<file path="src/rtl/llc_burst_adaptor.sv">
// Cacheline-to-burst adaptor: carries one whole-line read or write request from the
// cache arbiter out as an in-order burst of BEAT_W transfers and reassembles read lines.
module llc_burst_adaptor #(
  parameter  int LINE_W = 256,
  parameter  int BEAT_W = 64,
  localparam int NBEATS = LINE_W / BEAT_W
) (
  input  logic              clk,
  input  logic              rst,
  input  logic              line_read_i,
  input  logic              line_write_i,
  input  logic [31:0]       line_addr_i,
  input  logic [LINE_W-1:0] line_wdata_i,
  output logic [LINE_W-1:0] line_rdata_o,
  output logic              line_resp_o,
  output logic              mem_read_o,
  output logic              mem_write_o,
  output logic [31:0]       mem_addr_o,
  output logic [BEAT_W-1:0] mem_wdata_o,
  input  logic [BEAT_W-1:0] mem_rdata_i,
  input  logic              mem_resp_i
);

  localparam int               CNT_W     = (NBEATS > 1) ? $clog2(NBEATS) : 1;
  localparam logic [CNT_W-1:0] LAST_BEAT = CNT_W'(NBEATS - 1);
  localparam logic [31:0]      ADDR_MASK = ~(32'(LINE_W / 8) - 32'd1);

  typedef enum logic [1:0] {
    IDLE     = 2'd0,
    RD_BURST = 2'd1,
    WR_BURST = 2'd2,
    DONE     = 2'd3
  } state_t;

  state_t              state_r;
  state_t              state_s;
  logic [CNT_W-1:0]    count_r;
  logic [31:0]         addr_r;
  logic [LINE_W-1:0]   wline_r;
  logic [LINE_W-1:0]   rline_r;
  logic                last_beat_s;

  assign last_beat_s = mem_resp_i && (count_r == LAST_BEAT);

  // State register
  always_ff @(posedge clk) begin
    if (rst) begin
      state_r <= IDLE;
    end else begin
      state_r <= state_s;
    end
  end

  // Next-state logic; write has priority over read when both are requested
  always_comb begin
    state_s = state_r;
    case (state_r)
      IDLE: begin
        if (line_write_i) begin
          state_s = WR_BURST;
        end else if (line_read_i) begin
          state_s = RD_BURST;
        end else begin
          state_s = IDLE;
        end
      end
      RD_BURST, WR_BURST: begin
        if (last_beat_s) begin
          state_s = DONE;
        end else begin
          state_s = state_r;
        end
      end
      DONE:    state_s = IDLE;
      default: state_s = IDLE;
    endcase
  end

  // Request capture, beat counting and read-line assembly
  always_ff @(posedge clk) begin
    if (rst) begin
      count_r <= '0;
      addr_r  <= 32'd0;
      wline_r <= '0;
      rline_r <= '0;
    end else begin
      case (state_r)
        IDLE: begin
          if (line_write_i) begin
            addr_r  <= line_addr_i & ADDR_MASK;
            wline_r <= line_wdata_i;
            count_r <= '0;
          end else if (line_read_i) begin
            addr_r  <= line_addr_i & ADDR_MASK;
            count_r <= '0;
          end
        end
        RD_BURST: begin
          if (mem_resp_i) begin
            rline_r[int'(count_r)*BEAT_W +: BEAT_W] <= mem_rdata_i;
            count_r <= count_r + CNT_W'(1);
          end
        end
        WR_BURST: begin
          if (mem_resp_i) begin
            count_r <= count_r + CNT_W'(1);
          end
        end
        default: begin
          count_r <= count_r;
        end
      endcase
    end
  end

  // Outputs decoded from registered state only; no line_* input reaches mem_* directly
  always_comb begin
    mem_read_o  = 1'b0;
    mem_write_o = 1'b0;
    line_resp_o = 1'b0;
    mem_wdata_o = '0;
    case (state_r)
      RD_BURST: mem_read_o = 1'b1;
      WR_BURST: begin
        mem_write_o = 1'b1;
        mem_wdata_o = wline_r[int'(count_r)*BEAT_W +: BEAT_W];
      end
      DONE:     line_resp_o = 1'b1;
      default: begin
        mem_read_o  = 1'b0;
        mem_write_o = 1'b0;
      end
    endcase
  end

  assign mem_addr_o   = addr_r;
  assign line_rdata_o = rline_r;

endmodule

</file>
<file path="config.mk">
export PLATFORM = sky130hd
export DESIGN_NAME = llc_burst_adaptor
export DESIGN_NICKNAME = d
export VERILOG_FILES = /design/src/rtl/llc_burst_adaptor.sv
export SDC_FILE = /design/constraint.sdc
export NUM_CORES = 1
export LEC_CHECK = 0
export CORE_AREA = 2 2 278 280
export DETAILED_ROUTE_END_ITERATION = 7
export DIE_AREA = 0 0 280 282
export GPL_TIMING_DRIVEN = 0
export MAX_ROUTING_LAYER = met4
export PLACE_DENSITY = 0.55
export SLEW_MARGIN = 20
export SYNTH_ARGS = -nofsm -noshare
export SYNTH_HDL_FRONTEND = slang
export SYNTH_SLANG_ARGS = --single-unit
</file>
<file path="constraint.sdc">
create_clock -name clk -period 2.75 [get_ports clk]
set_input_delay 0.55 -clock clk [delete_from_list [all_inputs] [get_ports clk]]
set_output_delay 0.55 -clock clk [all_outputs]
set_load 0.02 [all_outputs]
</file>
# Word level (Yosys, flattened, before mapping)
# Cells that the tools add are included.
dict set report totals {
  ff_bits 548
  latch_bits 0
  mem_bits_ro 0
  out_inout_bits 355
  n_memories 0
  word_cells 41
  ramBits 0
  in_bits 357
}
dict set report classes {
  bitwise 0
  n_shift 3
  muxes 15
  add_sub_neg 2
  n_reduce_logical 9
  n_eq_ne 7
  div 0
  magnitude_cmp 0
  mul 0
}
# op count
set ops {}
lappend ops {{256-bit bitwise mux} 1}
lappend ops {{64-bit by 33-bit variable shift with 256-bit output (first input constant)} 1}
lappend ops {{256-bit by 9-bit variable part select with 64-bit output} 1}
lappend ops {{64-bit by 33-bit variable part select with 256-bit output} 1}
lappend ops {{32-bit two-way mux} 2}
lappend ops {{64-bit two-way mux} 1}
lappend ops {{8-bit negator with 33-bit output} 1}
lappend ops {{2-bit two-way mux} 5}
lappend ops {{2-bit == test (second input constant)} 3}
lappend ops {{2-bit one-hot mux with 3 select lines} 1}
lappend ops {{2-bit AND reduction} 3}
lappend ops {{1-bit two-way mux} 4}
lappend ops {{2-bit by 1-bit inequality test with 1-bit output (second input constant)} 2}
lappend ops {{2-bit one-hot mux with 2 select lines} 1}
lappend ops {{2-bit nonzero test} 2}
lappend ops {{3-bit inequality test (second input constant)} 1}
lappend ops {{3-bit AND reduction} 1}
lappend ops {{2-bit by 1-bit adder with 2-bit output (second input constant)} 1}
lappend ops {{2-bit by 1-bit == test with 1-bit output (second input constant)} 1}
lappend ops {{2-bit zero test} 1}
lappend ops {{2-bit OR reduction} 1}
lappend ops {{1-bit logical AND} 1}

# Depth between registers and ports, before layout
# Gate-level depths: netlist of the first run.
dict set report logic_depth {
  depth_word 4
  depth_mapped 10
  ltp_nobuf 5
}

# Least setup slack after synthesis of the first run
# OpenSTA, ideal clock, no wires.
dict set report synth_path {
  kind {flip-flop to flip-flop}
  startpoint {register count_r[1]}
  endpoint {register rline_r[205] (netlist: line_rdata_o[205])}
  n_path_buf 3
  setup_ps 59
  path_stages_with_launch 9
  required_ps 2691
  synth_period_minus_slack_ps 2442
  t_arrival_ps 2383
  setup_slack_ps 308
  path_cell_list {dfxtp_1 > buf_2 > buf_1 > inv_1 > ha_1 > or4b_4 > nor2_8 > buf_6 > a31o_1}
}
dict set report synth_via {
  elab_chain_len 3
  word_cells_on_any_way 4
  classes_between {add/sub: 1; shift: 2; mux: 1}
}
# element line
set synth_lines {}
lappend synth_lines {{start: declaration} 37} ;# logic [CNT_W-1:0] count_r;
lappend synth_lines {{start signal: assignment} 101} ;# count_r <= count_r + CNT_W'(1);
lappend synth_lines {{start signal: assignment} 106} ;# count_r <= count_r + CNT_W'(1);
lappend synth_lines {{start signal: assignment} 110} ;# count_r <= count_r;
lappend synth_lines {{8-bit negator with 33-bit output *} 100} ;# rline_r[int'(count_r)*BEAT_W +: BEAT_W] <= mem_rdata_i;
lappend synth_lines {{64-bit by 33-bit variable part select with 256-bit output or 64-bit by 33-bit variable shift with 256-bit output (tied branches)} 100}
lappend synth_lines {{256-bit bitwise mux *} 100}
lappend synth_lines {{end signal: indexed assignment} 100}
lappend synth_lines {{end: declaration} 40} ;# logic [LINE_W-1:0] rline_r;
# Every way passes the cells marked *; elsewhere a longest branch is shown, timed or not.
# A chain may end at the register's enable or synchronous reset.

# Worst setup path in the final report of the first run
dict set report layout_path {
  startpoint {register count_r[0]}
  endpoint {output mem_wdata_o[43]}
}
dict set report layout_via {
  elab_chain_len 2
}
# element line
set layout_lines {}
lappend layout_lines {{256-bit by 9-bit variable part select with 64-bit output} 126} ;# mem_wdata_o = wline_r[int'(count_r)*BEAT_W +: BEAT_W];
lappend layout_lines {{64-bit two-way mux} 122} ;# case (state_r)
lappend layout_lines {{end: declaration} 19} ;# output logic [BEAT_W-1:0] mem_wdata_o,
# No other way between the ends.

==> metrics.md, run 1 <==
| Metric | Value |
|---|---|
| Status | complete, but fails checks |
| Failing checks | setup timing |
| RD Place Congestion | 0.9265 |
| CTS Sinks | 543 |
| Slew HR | 0.2896 |
| Vias in the first global route | 20,769 |
| CORE AREA | 0.07570 mm^2 |
| Crit. End Element | output pin |
| Peak VDD IR | 0.0005195 V |
| Post-Route WL | 103,000 um |
| Hold Crit Class | input port to register |
| Chip Height | 282 um |
| Max cap viols | 0 |
| Die ar. | 0.07896 mm^2 |
| Launching element type of the critical path | register |
| Fin util | 0.4291 |
| Clk_skew | 0.05550 ns |
| Actual slew at the worst max-slew pin | 1.066 ns |
| CTS Buf Count | 61 |
| Worst reg2reg setup slack | 0.12 ns |
| F_max | 353.9 MHz |
| Yosys warnings | 0 |
| Setup WS pre-CTS | -0.9241 ns |
| Netlist Area Pre-Place | 0.02109 mm^2 |
| Drt first pass iters | 5 |
| WP data arrival | 2.28 ns |
| Reg-to-Reg End | line_rdata_o[206] |
| Share of post-route cells with drive strength above 1 | 0.1379 |
| CP startpoint | count_r[0] |
| Sequential area share after synthesis | 0.5153 |
| Leakage | 11.93 nW |
| Final nets | 3,558 |
| Initial Utilization | 0.2787 |
| Grt ovf | 0 |
| R2R depth | 10 |
| Seq pwr share | 0.347 |
| Skew-Pair Late Insertion Delay | 0.66 ns |
| Post-route DRC | 0 |
| Antenna Nets Post-Route | 0 |
| Final period util | 1.027 |
| Switch Pwr | 9.075 mW |
| Tot GR Track Use | 0.2571 |
| Cells after Synth | 2,389 |
| Hold buffers post-CTS | 0 |
| Final hold slack | 0.3666 ns |
| Flops & latches, synth | 543 |
| CP endpoint | mem_wdata_o[43] |
| IO Pins | 712 |
| Power share of the combinational group | 0.326 |
| Initial antenna violation count | 20 |
| Fill count | 7,491 |
| Vias/cell | 4.982 |
| Worst-path clk slew | 0.06 ns |
| Final WS setup | -0.07541 ns |
| Final number of max-transition violations | 0 |
| CP max FO | 6 |
| Routed WL per cell | 24.28 um |
| Yosys cell types | 38 |
| Rows | 101 |
| Clock Tree Buf Depth | 3 |
| P&R area growth vs syn | 53.98% |
| Final Hold Vio Count | 0 |
| Area after DPL | 0.02934 mm^2 |
| Sw frac | 0.3385 |
| Pwr Density | 825.3 mW/mm^2 |
| Largest net degree at the start of global routing | 19 |
| Non-Filler Cell Area, Final | 0.03248 mm^2 |
| Initial DRC count | 1,461 |
| Clock root buffer | clkbuf_16 |
| Reg2reg start | count_r[0] |
| Setup violators final | 26 |
| Critical path class | register to output pin |
| Asr flop ratio synth | 0 |
| CTS tree | done |
| IO buf count | 700 |
| Die W | 280 um |
| H-tree depth | 2 |
| Int Pwr | 17.73 mW |
| Number of synthesized flops with an enable pin | 0 |
| First-pass GRT wire length | 145,000 um |
| RSZ-0062 raised after global routing | yes |
| Mean Syn Cell Area | 8.830 um^2 |
| Worst Path Required | 2.20 ns |
| Commonest non-fill, non-tap cells in the layout | nand2_1, clkdlybuf4s50_1, dfxtp_1 |
| Min cycle time layout | 2.825 ns |
| Clock power frac | 0.327 |
| Commonest non-fill, non-tap cell in the layout | nand2_1 |
| DPL Wire Length | 77,450 um |
| DR vias | 21,130 |
| Synth Flop Type | dfxtp_1 |
## worst max-delay path: stages (launching register included)
cell and delay, ns:
dfxtp_4 0.35, buf_12 0.14, buf_12 0.15, buf_12 0.12, buf_12 0.10, mux4_2 0.49, and2_4 0.17, buf_6 0.12
## kinds of logic after synthesis
| logic type | synth area share |
|---|---|
| AO/OA/AOI/OAI | 0.1607 |
| adder cells (fa/ha/maj) | 0.005932 |
| buffers and inverters | 0.05066 |
| flip-flops | 0.5153 |
| multiplexers | 0.06833 |
| other | 0.0001778 |
| AND/OR/NAND/NOR | 0.1989 |
## stage by stage
step | TNS, ns | total power, mW | instances
6_report | -0.6274 | 26.81 | 4241
4_1_cts | -3.901 | 26.92 | 4217
3_5_place_dp | -313.51 | 17.02 | 4071
3_3_place_gp | -339.12 | 17.02 | 4071
2_1_floorplan | 0 | 13.73 | 2393
5_1_grt | -4.262 | 28.05 | 4240
## cells in the mapped netlist, types with 2 or more instances
cell type / n / area, um^2
mux4_2: 64 / 1441
o311ai_0: 2 / 17.52
a32o_1: 27 / 270.3
nor3_1: 2 / 10.01
inv_1: 6 / 22.52
nand3_1: 107 / 535.5
buf_1: 11 / 41.29
a32oi_1: 92 / 805.8
buf_2: 62 / 310.3
a21oi_1: 385 / 1927
nand2_1: 669 / 2511
dfxtp_1: 543 / 10870
and3_1: 40 / 250.2
and2_1: 65 / 406.6
clkbuf_1: 135 / 506.7
nor2_1: 93 / 349.1
ha_1: 10 / 125.1
nor2_8: 2 / 40.04
buf_6: 10 / 112.6
a31o_2: 7 / 61.31
a31o_1: 30 / 262.8
buf_4: 10 / 75.07
nor2b_1: 2 / 12.51
## power groups by stage
stage               registers (mW)  logic (mW)  clock network [mW]
floorplan                     9.54        4.19                   0
global placement              9.44        7.58                   0
detailed placement            9.45        7.57                   0
CTS                           9.30        8.70                8.92
global route                  9.39        9.41                9.25
finish                        9.31        8.73                8.76
## how the worst min path moves through the flow
stage / start / endpoint / depth (start not counted)
floorplan: wline_r[128] / wline_r[128] / 2
global placement: line_rdata_o[165] / line_rdata_o[165] / 2
detailed placement: line_rdata_o[133] / line_rdata_o[133] / 2
CTS: line_write_i / state_r[1] / 3
global route: line_write_i / state_r[1] / 3
finish: line_write_i / state_r[1] / 3
## metal layers
metal | up-vias | global-route usage | share of wire
met2 | 777 | 0.4229 | 0.48
met4 | 0 | 0.08570 | 0.031
li1 | 9881 | - | -
met1 | 10317 | 0.3031 | 0.41
met5 | - | - | 0
met3 | 155 | 0.07052 | 0.077
## registers in the layout (all words and copies together) (netlist names)
signal,flops
count_r,2
line_rdata_o,256
mem_addr_o,27
state_r,2
wline_r,256
## cell type report
type / instances / area [um^2] / share of cell area
well taps: 978 / 1224 / 0.03767
clock buffers: 89 / 1802 / 0.05547
diodes: 21 / 52.55 / 0.001618
plain buffers: 227 / 1244 / 0.03829
inverters: 6 / 22.52 / 0.0006934
repair buffers: 736 / 7547 / 0.2324
clock inverters: 25 / 371.6 / 0.01144
multi-input cells: 1616 / 9340 / 0.2876
flip-flops and latches: 543 / 10880 / 0.3349
## repair_timing
| item | 4_1_cts | 5_1_grt |
|---|---|---|
| setup endpoints to repair | 330 | 173 |
| hold endpoints to repair | 0 | 0 |
| pin swaps | 29 | 12 |
| cloned | 5 | 2 |
| buffers inserted | 28 | 5 |
| resized for setup | 516 | 37 |
Power figures use the tool's default switching activity.
==> inputs of run 2 (changes only) <==
Settings changed: CAP_MARGIN set to 20, PLACE_DENSITY 0.55 to unset.
==> run 2 against run 1 <==
The flow still finishes with violations (setup timing). Critical path depth down 1. Worst setup slack better by 0.016 ns. Sequential share of layout area up 0.53 points. Core utilization down 0.67 points. Wire length down 2.3%. Die area unchanged. Largest cell class unchanged. Sequential power about the same. Largest power group unchanged. Non-clock buffer count down 17. Via count down 0.41%. Hold slack better by 0.056 ns.
==> metrics.md, run 2 (same netlist as run 1, synthesis figures left out) <==
| Metric | Value |
|---|---|
| Status | complete, but fails checks (unchanged) |
| Failing checks | setup timing (unchanged) |
| Critical path depth in cells | 6 (was 7) |
| Min cycle time layout | 2.810 ns (was 2.825 ns) |
| Share of post-route cells with drive strength above 1 | 0.1290 (was 0.1379) |
| Setup violators final | 47 (was 26) |
| Final hold slack | 0.4227 ns (was 0.3666 ns) |
| Commonest non-fill, non-tap cells in the layout | nand2_1, clkdlybuf4s50_1, dfxtp_1 (unchanged) |
| First-pass GRT wire length | 142,000 um (was 145,000 um) |
| Pwr Density | 810.9 mW/mm^2 (was 825.3 mW/mm^2) |
| Critical Path Slowest Stage Cell | mux4_2 (unchanged) |
| Hold Crit Class | input port to register (unchanged) |
| Die W | 280 um (unchanged) |
| Leakage | 11.71 nW (was 11.93 nW) |
| Vias in the first global route | 20,788 (was 20,769) |
| Initial Utilization | 0.2787 (unchanged) |
| WP data arrival | 2.26 ns (was 2.28 ns) |
| Peak VDD IR | 0.0005036 V (was 0.0005195 V) |
| CORE AREA | 0.07570 mm^2 (unchanged) |
| Clock root buffer | clkbuf_16 (unchanged) |
| Drt first pass iters | 5 (unchanged) |
| Commonest non-fill, non-tap cell in the layout | nand2_1 (unchanged) |
| Chip Height | 282 um (unchanged) |
| Launching element type of the critical path | register (unchanged) |
| H-tree depth | 2 (unchanged) |
| Final WS setup | -0.05976 ns (was -0.07541 ns) |
| CTS Buf Count | 61 (unchanged) |
| DPL Wire Length | 75,420 um (was 77,450 um) |
| Reg-to-Reg End | line_rdata_o[220] (was line_rdata_o[206]) |
| Final nets | 3,541 (was 3,558) |
| Cell mode on critical path | buf_12 (unchanged) |
| P&R area growth vs syn | 51.59% (was 53.98%) |
| Post-route DRC | 0 (unchanged) |
| Initial antenna violation count | 26 (was 20) |
| Bufs and invs on worst path | 4 (was 5) |
| Tot GR Track Use | 0.2509 (was 0.2571) |
| Clk_skew | 0.01680 ns (was 0.05550 ns) |
| DR vias | 21,043 (was 21,130) |
| Antenna Nets Post-Route | 0 (unchanged) |
| Number of non-filler instances in the completed layout | 4,229 (was 4,241) |
| R2R depth | 10 (unchanged) |
| Final period util | 1.022 (was 1.027) |
| CTS Sinks | 543 (unchanged) |
| Grt ovf | 0 (unchanged) |
| RSZ-0062 raised after global routing | yes (unchanged) |
| CP max FO | 8 (was 6) |
| Die ar. | 0.07896 mm^2 (unchanged) |
| Worst reg2reg setup slack | 0.16 ns (was 0.12 ns) |
| Hold Crit Depth | 3 (unchanged) |
| Hold EP | state_r[1] (unchanged) |
| Hold Crit Start | line_write_i (unchanged) |
| Max cap viols | 0 (unchanged) |
| Vias/cell | 4.976 (was 4.982) |
| Setup WS pre-CTS | -0.8421 ns (was -0.9241 ns) |
| Fin util | 0.4224 (was 0.4291) |
| CP top delay family | buffers and inverters (unchanged) |
| Rows | 101 (unchanged) |
| Total negative slack | -1.561 ns (was -0.6274 ns) |
| IO Pins | 712 (unchanged) |
| IO buf count | 700 (unchanged) |
| Worst-path clk slew | 0.07 ns (was 0.06 ns) |
| CTS tree | done (unchanged) |
| Slew HR | 0.4069 (was 0.2896) |
| Area after DPL | 0.02934 mm^2 (about the same) |
| Hold buffers post-CTS | 0 (unchanged) |
| Crit-path cells | buf_12 > buf_16 > buf_12 > mux4_2 > and2_4 > buf_8 (was buf_12 > buf_12 > buf_12 > buf_12 > mux4_2 > and2_4 > buf_6) |
| F_max | 355.9 MHz (was 353.9 MHz) |
| Worst Path Required | 2.20 ns (about the same) |
| Crit. End Element | output pin (unchanged) |
| Non-Filler Cell Area, Final | 0.03198 mm^2 (was 0.03248 mm^2) |
| Tot Pwr | 25.93 mW (was 26.81 mW) |
| Routed WL per cell | 23.80 um (was 24.28 um) |
| Reg2reg start | count_r[0] (unchanged) |
| Final Hold Vio Count | 0 (unchanged) |
| RD Place Congestion | 0.9155 (was 0.9265) |
| Post-Route WL | 100,600 um (was 103,000 um) |
| Final number of max-transition violations | 0 (unchanged) |
| Critical path class | register to output pin (unchanged) |
| Worst stage delay on the critical path | 0.49 ns (about the same) |
| Actual slew at the worst max-slew pin | 0.8897 ns (was 1.066 ns) |
| Skew-Pair Late Insertion Delay | 0.63 ns (was 0.66 ns) |
| Placed cells | 4,071 (unchanged) |
| Largest net degree at the start of global routing | 17 (was 19) |
| Clock Tree Buf Depth | 3 (unchanged) |
| Initial DRC count | 1,455 (was 1,461) |
-- run 2: changes by cell type in the layout (fill, tap and decap cells not counted), sizes merged --
cell      before  now
clkinv        16   14
clkbuf       227  230
inv            7    9
bufinv         7    3
diode         21   26
buf          189  170
clkinvlp       1    4
-- run 2: area by class of cell --
cell class,count,area (um^2)
multi-input combinational,1616,9310
fill,7601,43720
timing repair buffer,719,7236
clock inverter,24,246.5
inverter,6,22.52
buffer,227,1240
tap,978,1224
antenna,26,65.06
sequential,543,10880
clock buffer,90,1755
-- run 2: worst max-delay path by stage --
stage	startpoint	end
2_1_floorplan	count_r[1]	line_rdata_o[205]
3_3_place_gp	count_r[1]	line_rdata_o[114]
3_5_place_dp	count_r[1]	line_rdata_o[121]
4_1_cts	count_r[0]	mem_wdata_o[59]
5_1_grt	count_r[0]	mem_wdata_o[59]
6_report	count_r[0]	mem_wdata_o[62]
-- run 2: routing by layer --
| metal | track usage | part of all wire | vias to the layer above |
|---|---|---|---|
| li1 | - | - | 9862 |
| met1 | 0.2922 | 0.40 | 10121 |
| met2 | 0.4099 | 0.48 | 874 |
| met3 | 0.06994 | 0.086 | 186 |
| met4 | 0.09749 | 0.038 | 0 |
| met5 | - | 0 | - |
-- run 2: power breakdown --
part	internal (mW)	switching (mW)	total (mW)	leakage [nW]
registers	8.79	0.523	9.31	4.42
logic	3.45	4.92	8.37	6.31
clock network	4.72	3.54	8.25	0.980
-- run 2: repair_timing --
action | 4_1_cts | 5_1_grt
gates cloned | 3 | 2
setup buffers | 11 | 4
pin swaps | 7 | 9
setup endpoints to repair | 329 | 189
gates resized for setup | 433 | 61
-- run 2: worst reg2reg max path: stages (launching register included) --
cell and delay [ns]:
dfxtp_4 0.35, buf_12 0.14, buf_16 0.16, buf_12 0.15
buf_4 0.14, inv_1 0.15, ha_4 0.25, or4b_4 0.56
nor2_8 0.26, buf_6 0.19, a31o_1 0.15
==> inputs of run 3 (changes only) <==
Settings changed: SLEW_MARGIN 20 to unset.
==> run 3 against run 2 <==
The flow still finishes with violations (setup timing). Flip-flop and latch count stayed put. Sequential power hardly changed. Total power grew 1.1%. Critical path type unchanged.
==> metrics.md, run 3 (same netlist as run 1, synthesis figures left out) <==
| Metric | Value |
|---|---|
| Clock power frac | 0.326 (was 0.318) |
| Hold buffers post-CTS | 0 (unchanged) |
| Rows | 101 (unchanged) |
| Final nets | 3,545 (was 3,541) |
| IO Pins | 712 (unchanged) |
| Peak VDD IR | 0.0004699 V (was 0.0005036 V) |
| CP max FO | 8 (unchanged) |
| Post-route DRC | 0 (unchanged) |
| Footprint of the multi-input gates | 0.009283 mm^2 (was 0.009310 mm^2) |
| Routed WL per cell | 23.82 um (was 23.80 um) |
| Drt first pass iters | 7 (was 5) |
| Grt ovf | 0 (unchanged) |
| CTS Sinks | 543 (unchanged) |
| DR vias | 21,062 (was 21,043) |
| Met2 track demand over resource | 0.3999 (was 0.4099) |
| Setup WS pre-CTS | -0.8337 ns (was -0.8421 ns) |
| Failing checks | setup timing (unchanged) |
| Initial DRC count | 1,536 (was 1,455) |
| DPL Wire Length | 75,730 um (was 75,420 um) |
| Antenna Nets Post-Route | 0 (unchanged) |
| CORE AREA | 0.07570 mm^2 (unchanged) |
| Largest net degree at the start of global routing | 17 (unchanged) |
| RD Place Congestion | 0.9155 (unchanged) |
| Tot Pwr | 26.22 mW (was 25.93 mW) |
| Setup violators final | 46 (was 47) |
| Leakage | 11.77 nW (was 11.71 nW) |
| Worst-path clk slew | 0.06 ns (was 0.07 ns) |
| Slew HR | 0.4244 (was 0.4069) |
| Clock root buffer | clkbuf_16 (unchanged) |
| Non-Filler Cell Area, Final | 0.03202 mm^2 (was 0.03198 mm^2) |
| Fill count | 7,614 (was 7,601) |
| Vias/cell | 4.979 (was 4.976) |
| Status | complete, but fails checks (unchanged) |
| Pwr Density | 818.9 mW/mm^2 (was 810.9 mW/mm^2) |
| Fin util | 0.4230 (was 0.4224) |
| CTS tree | done (unchanged) |
| Vias in the first global route | 20,738 (was 20,788) |
| Area after DPL | 0.02937 mm^2 (was 0.02934 mm^2) |
| Switch Pwr | 8.951 mW (was 8.974 mW) |
| Initial Utilization | 0.2787 (unchanged) |
| CTS Buf Count | 60 (was 61) |
| Die ar. | 0.07896 mm^2 (unchanged) |
| Final hold slack | 0.4492 ns (was 0.4227 ns) |
| Skew-Pair Late Insertion Delay | 0.64 ns (was 0.63 ns) |
| GR Util met3 | 0.07242 (was 0.06994) |
| Seq pwr share | 0.355 (was 0.359) |
| Worst Path Required | 2.20 ns (about the same) |
| Critical path class | register to output pin (unchanged) |
| RSZ-0062 raised after global routing | yes (unchanged) |
| Max cap viols | 0 (unchanged) |
| Int Pwr | 17.27 mW (was 16.96 mW) |
| Initial antenna violation count | 29 (was 26) |
| WP data arrival | 2.27 ns (was 2.26 ns) |
| IO buf count | 700 (unchanged) |
| Final number of max-transition violations | 0 (unchanged) |
| F_max | 354.8 MHz (was 355.9 MHz) |
| Chip Height | 282 um (unchanged) |
| Gr busiest metal | met2 (unchanged) |
| Tot GR Track Use | 0.2500 (was 0.2509) |
| Clock Tree Buf Depth | 3 (unchanged) |
| H-tree depth | 2 (unchanged) |
| P&R area growth vs syn | 51.79% (was 51.59%) |
| Hold Crit Class | register to register (was input port to register) |
| Commonest non-fill, non-tap cells in the layout | nand2_1, clkdlybuf4s50_1, dfxtp_1 (unchanged) |
| Power share of the combinational group | 0.318 (was 0.323) |
| Launching element type of the critical path | register (unchanged) |
| Actual slew at the worst max-slew pin | 0.8634 ns (was 0.8897 ns) |
| Final period util | 1.025 (was 1.022) |
| Final Hold Vio Count | 0 (unchanged) |
| Clk_skew | 0.02994 ns (was 0.01680 ns) |
| Min cycle time layout | 2.819 ns (was 2.810 ns) |
| Die W | 280 um (unchanged) |
| Post-Route WL | 100,800 um (was 100,600 um) |
| Share of post-route cells with drive strength above 1 | 0.1281 (was 0.1290) |
| Reg area | 0.01088 mm^2 (unchanged) |
| GR Util met1 | 0.2913 (was 0.2922) |
| First-pass GRT wire length | 141,200 um (was 142,000 um) |
| Crit. End Element | output pin (unchanged) |
| Commonest non-fill, non-tap cell in the layout | nand2_1 (unchanged) |
| Final WS setup | -0.06865 ns (was -0.05976 ns) |
| Sw frac | 0.3414 (was 0.3461) |
==> run 3: cell count changes in the layout (fill, tap and decap cells not counted), sizes merged <==
cell | before | now
diode | 26 | 27
buf | 170 | 175
clkinvlp | 4 | 2
clkinv | 14 | 15
bufinv | 3 | 7
clkbuf | 230 | 222
==> run 3: stage by stage <==
| stage | TNS (ns) | std cells |
|---|---|---|
| after global routing | -5.623 | 4230 |
| final | -1.300 | 4230 |
| after detailed placement | -300.39 | 4073 |
| after global placement | -343.08 | 4071 |
| after floorplan | 0 | 2393 |
| after CTS | -3.155 | 4191 |
==> run 3: power groups by stage <==
stage	Clock [mW]	Sequential (mW)	Combinational (mW)
6_report	8.56	9.32	8.34
3_5_place_dp	0	9.46	7.55
2_1_floorplan	0	9.54	4.19
4_1_cts	8.71	9.30	8.08
5_1_grt	9.00	9.41	9.02
3_3_place_gp	0	9.43	7.51
==> run 3: cell type report <==
class                      instances  area share
antenna                           27    0.002110
buffer                           227     0.03908
clock buffer                      82     0.05353
clock inverter                    27     0.01172
inverter                           6   0.0007034
multi-input combinational       1616      0.2899
sequential                       543      0.3397
tap                              978     0.03822
timing repair buffer             724      0.2250
==> run 3: final timing paths <==
kind	start	end	slack, ns	depth (start not counted)
worst max-delay path	count_r[0]	mem_wdata_o[60]	-0.07	6
worst min-delay path	line_rdata_o[165]	line_rdata_o[165]	0.45	2
worst min register to register	line_rdata_o[165]	line_rdata_o[165]	0.45	2
worst max register to register	count_r[0]	line_rdata_o[240]	0.10	10
==> run 3: per-layer routing <==
layer  part of all wire  wire (um)
met1               0.39      39720
met2               0.47      47580
met3              0.089       8972
met4              0.044       4479
met5                  0          0
==> run 3: what timing repair did <==
action | 4_1_cts | 5_1_grt
pin swaps | 16 | 2
gates cloned | 1 | 4
setup endpoints to repair | 329 | 236
buffers inserted | 9 | 8
resized for setup | 430 | 47
==> run 3: worst max-delay path: stages, from the launching register on <==
cell and delay (ns):
dfxtp_4 0.36, buf_12 0.15, buf_16 0.18, clkbuf_16 0.18
mux4_2 0.48, and2_4 0.17, buf_6 0.13
